`config.mk`:
```
export PLATFORM = sky130hd
export DESIGN_NAME = conv_scheduler
export DESIGN_NICKNAME = d
export VERILOG_FILES = /design/src/rtl/conv_scheduler.sv
export SDC_FILE = /design/constraint.sdc
export NUM_CORES = 1
export LEC_CHECK = 0
export ABC_AREA = 1
export CAP_MARGIN = 20
export CORE_MARGIN = 3
export CORE_UTILIZATION = 52
export CTS_CLUSTER_DIAMETER = 80
export DETAILED_ROUTE_END_ITERATION = 12
export GPL_TIMING_DRIVEN = 1
export HOLD_SLACK_MARGIN = 0.12
export PLACE_DENSITY = 0.81
export RECOVER_POWER = 25
export REMOVE_ABC_BUFFERS = 1
export SLEW_MARGIN = 10
export SYNTH_ARGS = -nofsm -noshare
export SYNTH_HDL_FRONTEND = slang
export SYNTH_SLANG_ARGS = --single-unit
```
`constraint.sdc`:
```
create_clock -name clk -period 2.4 [get_ports clk]
set_clock_uncertainty 0.2 [all_clocks]
set_input_delay 0.48 -clock clk [delete_from_list [all_inputs] [get_ports clk]]
set_output_delay 0.48 -clock clk [all_outputs]
set_load 0.01 [all_outputs]
```
`src/rtl/conv_scheduler.sv`:
```
// conv_scheduler: steps one float16 convolution across output channels,
// result rows and result columns. For each window it drives the buffer
// anchors, hands the window to the MAC with cal_valid/cal_ready, strobes
// result_we on mac_done, and pulses done after the last result.
// Optional build macro: CONV_SCHED_PERF_EN adds the perf_cycles and
// stall_cycles counter ports.
module conv_scheduler #(
    parameter int data_width     = 16,
    parameter int output_channel = 1,
    parameter int result_length  = 2,
    parameter int result_width   = 2,
    parameter int stride         = 1,
    parameter int BUF_LAT        = 1
) (
    input  logic                  clk,
    input  logic                  reset,
    input  logic                  conv_en,
    output logic [data_width-1:0] archor_2D,
    output logic [data_width-1:0] archor_1D,
    output logic [data_width-1:0] wsel,
    output logic                  cal_valid,
    input  logic                  cal_ready,
    input  logic                  mac_done,
    output logic                  result_we,
    output logic [data_width-1:0] res_ch,
    output logic [data_width-1:0] res_row,
    output logic [data_width-1:0] res_col,
    output logic                  busy,
    output logic                  done
`ifdef CONV_SCHED_PERF_EN
    ,
    output logic [31:0]           perf_cycles,
    output logic [31:0]           stall_cycles
`endif
);

    localparam logic [2:0] S_IDLE  = 3'd0;
    localparam logic [2:0] S_LOAD  = 3'd1;
    localparam logic [2:0] S_ISSUE = 3'd2;
    localparam logic [2:0] S_WAIT  = 3'd3;
    localparam logic [2:0] S_FIN   = 3'd4;

    localparam logic [data_width-1:0] CH_MAX   = data_width'(output_channel - 1);
    localparam logic [data_width-1:0] ROW_MAX  = data_width'(result_length - 1);
    localparam logic [data_width-1:0] COL_MAX  = data_width'(result_width - 1);
    localparam logic [data_width-1:0] STRIDE_W = data_width'(stride);
    localparam logic [15:0]           LAT_LAST = 16'(BUF_LAT - 1);

    logic [2:0]            state;
    logic [data_width-1:0] ch_q;
    logic [data_width-1:0] row_q;
    logic [data_width-1:0] col_q;
    logic [15:0]           lat_cnt;
    logic                  last_win;

    assign last_win = (ch_q == CH_MAX) && (row_q == ROW_MAX) && (col_q == COL_MAX);

    // Sequencing FSM plus index walk; abort (conv_en low) overrides every other move
    always_ff @(posedge clk) begin
        if (!reset) begin
            state   <= S_IDLE;
            ch_q    <= '0;
            row_q   <= '0;
            col_q   <= '0;
            lat_cnt <= '0;
        end else if (state != S_IDLE && !conv_en) begin
            state   <= S_IDLE;
            ch_q    <= '0;
            row_q   <= '0;
            col_q   <= '0;
            lat_cnt <= '0;
        end else begin
            case (state)
                S_IDLE: begin
                    if (conv_en) begin
                        state   <= S_LOAD;
                        lat_cnt <= '0;
                    end
                end
                S_LOAD: begin
                    if (lat_cnt == LAT_LAST) begin
                        state   <= S_ISSUE;
                        lat_cnt <= '0;
                    end else begin
                        lat_cnt <= lat_cnt + 16'd1;
                    end
                end
                S_ISSUE: begin
                    if (cal_ready) begin
                        state <= S_WAIT;
                    end
                end
                S_WAIT: begin
                    if (mac_done) begin
                        lat_cnt <= '0;
                        if (last_win) begin
                            state <= S_FIN;
                        end else begin
                            state <= S_LOAD;
                            if (col_q == COL_MAX) begin
                                col_q <= '0;
                                if (row_q == ROW_MAX) begin
                                    row_q <= '0;
                                    ch_q  <= ch_q + 1'b1;
                                end else begin
                                    row_q <= row_q + 1'b1;
                                end
                            end else begin
                                col_q <= col_q + 1'b1;
                            end
                        end
                    end
                end
                S_FIN: begin
                    state <= S_IDLE;
                    ch_q  <= '0;
                    row_q <= '0;
                    col_q <= '0;
                end
                default: begin
                    state <= S_IDLE;
                end
            endcase
        end
    end

    // Strobes are decoded from state; conv_en gating lets an abort suppress them in its own cycle
    always_comb begin
        cal_valid = (state == S_ISSUE);
        result_we = (state == S_WAIT) && mac_done && conv_en;
        done      = (state == S_FIN) && conv_en;
        busy      = (state != S_IDLE);
        res_ch    = ch_q;
        res_row   = row_q;
        res_col   = col_q;
        wsel      = ch_q;
        archor_2D = row_q * STRIDE_W;
        archor_1D = col_q * STRIDE_W;
    end

`ifdef CONV_SCHED_PERF_EN
    // Run-length and MAC back-pressure counters; cleared at start, held after the run ends
    always_ff @(posedge clk) begin
        if (!reset) begin
            perf_cycles  <= '0;
            stall_cycles <= '0;
        end else if (state == S_IDLE && conv_en) begin
            perf_cycles  <= '0;
            stall_cycles <= '0;
        end else if (state != S_IDLE) begin
            perf_cycles <= perf_cycles + 32'd1;
            if (state == S_ISSUE && !cal_ready) begin
                stall_cycles <= stall_cycles + 32'd1;
            end
        end
    end
`endif

endmodule

```
==> results of run 1 <==
## worst reg2reg max path, delay by kind of cell, from the launching register on
family / cells / cell delay, ns
buffers and inverters: 4 / 0.50
DFF: 1 / 0.42
and+or+nand+nor: 7 / 0.98
## power by group through the flow
stage                     Combinational [W]  Sequential [W]  Clock [W]
after floorplan                    0.000417         0.00120          0
after global placement             0.000715         0.00120          0
after detailed placement           0.000736         0.00120          0
after CTS                          0.000739         0.00118    0.00110
after global routing               0.000802         0.00118    0.00114
final                              0.000731         0.00118    0.00108
## flip-flops by register name, summed over array words and instances, names as in the netlist
register / count
state: 3
res_col: 16
res_row: 16
lat_cnt: 16
res_ch: 16
## cell type report
class	instances	share of cell area
Clock buffer	11	0.0246
Clock inverter	5	0.0122
Inverter	93	0.0567
Multi-Input combinational cell	574	0.452
Sequential cell	67	0.218
Tap cell	126	0.0256
Timing Repair Buffer	134	0.211
## stage by stage
step / worst slack [ns] / hold WS (ns) / instances / TNS, ns / total power (W)
global placement: -0.0650 / 0.285 / 994 / -0.0650 / 0.00191
global route: 0.0245 / 0.360 / 1010 / 0 / 0.00313
detailed placement: -0.0757 / 0.299 / 994 / -0.0757 / 0.00194
finish: 0.114 / 0.314 / 1010 / 0 / 0.00299
CTS: 0.0634 / 0.311 / 1010 / 0 / 0.00302
floorplan: -0.342 / 0.275 / 734 / -7.86 / 0.00162
## metal layers
layer | up-vias | GRT usage | share of wire | routed length [µm]
li1 | 2670 | - | - | -
met1 | 2416 | 0.308 | 0.41 | 5580
met2 | 267 | 0.444 | 0.50 | 6810
met3 | 28 | 0.0547 | 0.081 | 1110
met4 | 0 | 0.0636 | 0.014 | 187
met5 | - | 0 | 0 | 0
## worst max path at each step
stage,start,end,slack [ns]
6_report,state[2],busy,0.11
3_3_place_gp,conv_en,result_we,-0.07
4_1_cts,state[2],cal_valid,0.06
3_5_place_dp,conv_en,result_we,-0.08
5_1_grt,state[1],lat_cnt[14],0.02
2_1_floorplan,state[2],res_row[12],-0.34
## kinds of logic (layout without fill, tap and decap cells)
group / count (synthesis) / in the layout / synth area share
flip-flops: 67 / 67 / 0.271
AO/OA/AOI/OAI: 66 / 66 / 0.0717
AND/OR/NAND/NOR: 482 / 482 / 0.435
buffers and inverters: 165 / 243 / 0.170
adder cells (fa/ha/maj): 8 / 8 / 0.0202
XOR/XNOR: 18 / 18 / 0.0318
## placed cells by master (no fill, tap or decap), types with 6 or more instances in the layout
master	count
dfxtp_1	66
buf_4	26
nor4_1	8
a21oi_1	48
xor2_1	14
nor3_2	6
nor3_1	18
nor2_1	135
nand3_1	49
inv_1	87
clkbuf_8	11
ha_1	8
nand2_1	208
inv_2	6
nand4_1	34
o21ai_0	10
clkdlybuf4s50_1	101
## what timing repair did
item                       4_1_cts  5_1_grt
resized for setup                3        4
hold buffers                     0        0
buffers inserted                 0        0
pin swaps                        0        0
setup endpoints to repair        2       11
==> run_results.csv, run 1 <==
group,metric,value,unit
detailed_routing,drt_iter0_drc,300,
critical_path,cp-end-kind,"output port",
placed_design,dpl.hpwl,9.77,mm
critical_path,reg2regPathDepth,11,
final_layout,diodes,0,
sta,hold_violations,0,
pwr,p_int,0.00203,W
critical_path,path_buf_inv,3,
global_routing,grt_pass1_vias,4973,
placed_design,globalplace.congestion,0.887,
final_layout,fill_cells,792,
clock_tree,cts_max_path_buffers,2,
critical_path,worstSetupStartpointType,"register",
hold_path,hold_path_startpoint,"lat_cnt[1]",
detailed_routing,firstDrtPassIters,5,
logic_synthesis,ys_types,38,
critical_path,r2r_slack,0.22,ns
sta,rsz0062_at_grt,"false",
status,status,"finished, final reports clean",
clock_tree,path_clk_slew,0.08,ns
pwr,leakage,2.46,nW
logic_synthesis,synth_top_area_share,0.271,
pwr,irDropWorstVdd,297,µV
logic_synthesis,syn-mean-instance-area,6.15,µm²
critical_path,cp_num_cells,5,
sta,drv_slew,0,
clock_tree,clock_latency,0.34,ns
critical_path,path_class,"reg -> out",
hold_path,min_path_cells,2,
logic_synthesis,synth_edf_count,0,
critical_path,critical-path-top-delay-family,"buffers and inverters",
sta,finalCriticalPeriod,2.29,ns
critical_path,slowest_delay,0.48,ns
die,coreArea,8980,µm²
global_routing,grt_util_all_layers,0.250,
global_routing,grt_overflow,0,
critical_path,crit_path_max_fanout,4,
global_routing,grt_max_degree,37,
logic_synthesis,yosysMostFrequentCell,"nand2_1",
sta,worst_slew_pin_slew,0.474,ns
final_layout,nNetsFinal,892,
pwr,powerDensity,486,nW/µm²
clock_tree,htree_levels,3,
detailed_routing,drcViolationCount,0,
critical_path,crit_path_top_delay_cell,"clkdlybuf4s50_1",
logic_synthesis,synthTopCellsByCount,"nand2_1, nor2_1, inv_1",
placed_design,port_buffers,104,
hold_path,hold_path_end,"lat_cnt[1]",
logic_synthesis,synth-seq-cells,67,
clock_tree,root_buffer,"clkbuf_8",
final_layout,drive_gt1_frac,0.0837,
critical_path,r2r_start,"state[1]",
die,num_io_pins,105,
pwr,sequentialPowerShare,0.395,
logic_synthesis,yosysSeqAreaShare,0.271,
critical_path,crit_arrival,1.61,ns
final_layout,syn2layout_area_growth,24.2,%
die,die_x,104,µm
final_layout,fin_util,0.686,
die,rows,34,
pwr,p_comb_frac,0.245,
final_layout,regArea,1340,µm²
logic_synthesis,synth_top_area_cell,"dfxtp_1",
detailed_routing,routed_wl,13.7,mm
sta,fmax,0.437,GHz
logic_synthesis,async_flop_share,0,
sta,slew_headroom,0.681,
pwr,p_sw_frac,0.322,
die,die_area,10700,µm²
critical_path,cpMostUsedCell,"inv_1",
detailed_routing,ant_nets,0,
clock_tree,cts.sinks,67,
logic_synthesis,synthesis.area,4960,µm²
critical_path,critical_path_required,1.72,ns
critical_path,reg2reg_to,"lat_cnt[14]",
global_routing,grt_pass1_wl,23.1,mm
logic_synthesis,synth_flop_cell,"dfxtp_1",
placed_design,dpl-instance-area,5920,µm²
logic_synthesis,synthTopCellsByArea,"dfxtp_1, nand2_1, nor2_1",
detailed_routing,vias_per_cell,5.33,
sta,period_share,0.953,
clock_tree,cts_buffers,9,
final_layout,postLayoutCellArea,6150,µm²
clock_tree,cts_tree,"done",
die,initial_core_util,0.552,
sta,setup_viol,0,
final_layout,multi_input_area,2780,µm²
logic_synthesis,netlist_instances,806,
pwr,power_frac_clock,0.360,
critical_path,crit_chain,"inv_1 -> nand2_1 -> nor2_2 -> inv_1 -> clkdlybuf4s50_1",
run,maxCapViolations,0,
logic_synthesis,ys_warn_count,0,
die,die_h,104,µm
detailed_routing,wire_per_inst,13.5,µm
detailed_routing,via_count,5381,
hold_path,hold_class,"reg -> reg",
pwr,switching_power,0.000961,W
global_routing,antenna_found_initial,0,
Note: power is estimated with default switching activity, not from simulation.
==> run 2, diff against run 1 <==
--- a/config.mk
+++ b/config.mk
@@ -5,10 +5,10 @@
 export SDC_FILE = /design/constraint.sdc
 export NUM_CORES = 1
 export LEC_CHECK = 0
-export ABC_AREA = 1
+export ABC_AREA = 0
 export CAP_MARGIN = 20
 export CORE_MARGIN = 3
-export CORE_UTILIZATION = 52
+export CORE_UTILIZATION = 49
 export CTS_CLUSTER_DIAMETER = 80
 export DETAILED_ROUTE_END_ITERATION = 12
 export GPL_TIMING_DRIVEN = 1
@@ -16,6 +16,7 @@
 export PLACE_DENSITY = 0.81
 export RECOVER_POWER = 25
 export REMOVE_ABC_BUFFERS = 1
+export SKIP_LAST_GASP = 1
 export SLEW_MARGIN = 10
 export SYNTH_ARGS = -nofsm -noshare
 export SYNTH_HDL_FRONTEND = slang
==> constraint.sdc (replaced) <==
create_clock -name clk -period 2.3 [get_ports clk]
set_clock_uncertainty 0.2 [all_clocks]
set_input_delay 0.46 -clock clk [delete_from_list [all_inputs] [get_ports clk]]
set_output_delay 0.46 -clock clk [all_outputs]
set_load 0.01 [all_outputs]
==> run 2 against run 1 <==
The flow now finishes with violations (negative setup slack). Non-clock buffer count is 72 higher. Cell count fell by 26%. Utilization rose by 10 points. Largest cell class unchanged. Largest power group unchanged.
==> run_results.csv, run 2 <==
group,metric,value,unit
die,rows,32,
logic_synthesis,synth_top_area_share,0.340,
clock_tree,clock_latency,0.37,ns
sta,finalCriticalPeriod,2.48,ns
final_layout,layout_common_cells,"buf_4, clkdlybuf4s50_1, nor2_1",
die,num_io_pins,105,
sta,rsz0062_at_grt,"true",
logic_synthesis,ys_types,55,
logic_synthesis,synthTopCellsByArea,"dfxtp_1, buf_4, nor2_1",
clock_tree,cts_buffers,9,
final_layout,final_common_cell,"buf_4",
detailed_routing,drt_iter0_drc,303,
hold_path,hold_class,"reg -> reg",
placed_design,place_inst,712,
die,die_x,95.7,µm
global_routing,grt_overflow,0,
sta,fin_setup_tns,-2.35,ns
logic_synthesis,synth_top_area_cell,"dfxtp_1",
sta,setup_viol,38,
detailed_routing,drt-met1-wl,5.07,mm
pwr,irDropWorstVdd,305,µV
clock_tree,cts.sinks,67,
detailed_routing,wire_per_inst,18.4,µm
die,die_area,9160,µm²
detailed_routing,drcViolationCount,0,
clock_tree,cts_max_path_buffers,2,
critical_path,crit_arrival,2.56,ns
final_layout,postLayoutCellArea,6100,µm²
detailed_routing,wl_met2,7.07,mm
logic_synthesis,synth_flop_cell,"dfxtp_1",
global_routing,antenna_found_initial,0,
detailed_routing,via_count,4388,
final_layout,drive_gt1_frac,0.294,
critical_path,worstSetupStartpointType,"register",
detailed_routing,firstDrtPassIters,5,
global_routing,grt_pass1_vias,4015,
global_routing,grt_util_all_layers,0.264,
sta,hold_violations,0,
clock_tree,cts_tree,"done",
sta,worst_slew_pin_slew,0.491,ns
detailed_routing,vias_per_cell,5.90,
final_layout,diodes,0,
final_layout,syn2layout_area_growth,54.7,%
final_layout,fill_cells,486,
detailed_routing,ant_nets,0,
sta,drv_slew,0,
run,maxCapViolations,0,
logic_synthesis,netlist_instances,485,
logic_synthesis,synth-seq-cells,67,
placed_design,dpl-instance-area,5360,µm²
pwr,p_sw_frac,0.249,
die,initial_core_util,0.508,
clock_tree,htree_levels,3,
detailed_routing,routed_wl,13.7,mm
detailed_routing,highest_layer,"met4",
final_layout,nNetsFinal,650,
pwr,p_comb_frac,0.081,
logic_synthesis,ys_warn_count,0,
sta,fmax,0.404,GHz
sta,slew_headroom,0.664,
sta,finalHoldWorstSlack,0.353,ns
critical_path,critical_path_required,2.39,ns
pwr,sequentialPowerShare,0.463,
sta,period_share,1.08,
logic_synthesis,async_flop_share,0,
pwr,p_int,0.00189,W
logic_synthesis,yosysMostFrequentCell,"nor2_1",
status,violations,"negative setup slack",
clock_tree,root_buffer,"clkbuf_8",
placed_design,globalplace.congestion,0.908,
critical_path,cp-end-kind,"register",
detailed_routing,met3_length,1.09,mm
pwr,powerDensity,413,nW/µm²
logic_synthesis,synth_edf_count,0,
clock_tree,holdBufCountCts,0,
logic_synthesis,syn-mean-instance-area,8.13,µm²
pwr,leakage,2.48,nW
final_layout,fin_util,0.786,
placed_design,port_buffers,104,
global_routing,grt_max_degree,21,
final_layout,instances_no_fill,744,
pwr,power_frac_clock,0.457,
die,coreArea,7770,µm²
placed_design,dpl.hpwl,7.98,mm
logic_synthesis,synthTopCellsByCount,"nor2_1, dfxtp_1, buf_4",
sta,worst_slack,-0.175,ns
logic_synthesis,synthesis.area,3950,µm²
logic_synthesis,yosysSeqAreaShare,0.340,
status,status,"complete, but fails checks",
die,die_h,95.7,µm
pwr,switching_power,0.000627,W
clock_tree,path_clk_slew,0.09,ns
critical_path,crit_path_max_fanout,10,
critical_path,path_class,"reg -> reg",
global_routing,grt_pass1_wl,19.1,mm
==> run 2: metal layers <==
metal / global-route usage / vias to the layer above
li1: - / 1983
met1: 0.304 / 2105
met2: 0.455 / 246
met3: 0.0743 / 54
met4: 0.114 / 0
met5: 0 / -
==> run 2: repair_timing <==
action                     in CTS  in global routing
setup buffers                   6                  8
gates resized for setup        28                 70
pin swaps                       6                 28
cloned                          1                  1
setup endpoints to repair      29                 56
==> run 2: logic make-up (layout without fill, tap and decap cells) <==
kind of cell	count (synthesis)	in the layout	share of synthesized area
fa+ha+maj	8	8	0.0254
xor+xnor	26	26	0.0577
mux	2	2	0.00507
flops	67	67	0.340
compound gates	84	84	0.133
buf+inv	83	238	0.130
simple gates	215	217	0.310
==> run 2: worst max-delay path: stages (launching register included) <==
cell and delay, ns:
dfxtp_2 0.33, inv_2 0.06, ha_4 0.12, nor4b_4 0.28, buf_4 0.18, and4_4 0.22, buf_4 0.12, nand2_1 0.11
o21ai_1 0.26, buf_6 0.21, a41oi_1 0.15, a21oi_1 0.16
==> run 2: power by group through the flow <==
stage                     Combinational (W)  Clock, W  Sequential [W]
final                              0.000204   0.00115         0.00117
after global routing               0.000216   0.00121         0.00117
after CTS                          0.000170   0.00115         0.00116
after detailed placement           0.000164         0         0.00119
after global placement             0.000160         0         0.00119
after floorplan                   0.0000736         0         0.00119
==> run 2: final cells by class <==
class                      count  area, µm²  share of cell area
multi-input combinational    337       2460               0.403
tap                          102        128              0.0209
timing repair buffer         206       1890               0.309
inverter                      16       60.1             0.00984
clock inverter                 6       88.8              0.0146
sequential                    67       1350               0.221
clock buffer                  10        138              0.0225
==> run 2: path summary, 6_finish.rpt <==
kind	startpoint	endpoint	slack (ns)	cells past startpoint
worst max-delay path	res_col[1]	res_row[3]	-0.18	11
worst min-delay path	lat_cnt[15]	lat_cnt[15]	0.35	2
worst max register to register	res_col[1]	res_row[3]	-0.18	11
worst min register to register	lat_cnt[15]	lat_cnt[15]	0.35	2
==> run 2: metrics by stage <==
| step | setup WS, ns | power (W) |
|---|---|---|
| after floorplan | -0.425 | 0.00127 |
| after global placement | -0.294 | 0.00135 |
| after detailed placement | -0.352 | 0.00136 |
| after CTS | -0.0906 | 0.00248 |
| after global routing | -0.221 | 0.00259 |
| final | -0.175 | 0.00252 |
==> run 3, diff against run 2 <==
--- a/config.mk
+++ b/config.mk
@@ -17,7 +17,7 @@
 export RECOVER_POWER = 25
 export REMOVE_ABC_BUFFERS = 1
 export SKIP_LAST_GASP = 1
-export SLEW_MARGIN = 10
+export SLEW_MARGIN = 20
 export SYNTH_ARGS = -nofsm -noshare
 export SYNTH_HDL_FRONTEND = slang
 export SYNTH_SLANG_ARGS = --single-unit
==> results of run 3 <==
The final DEF is identical to that of run 2; final timing and power are the same.
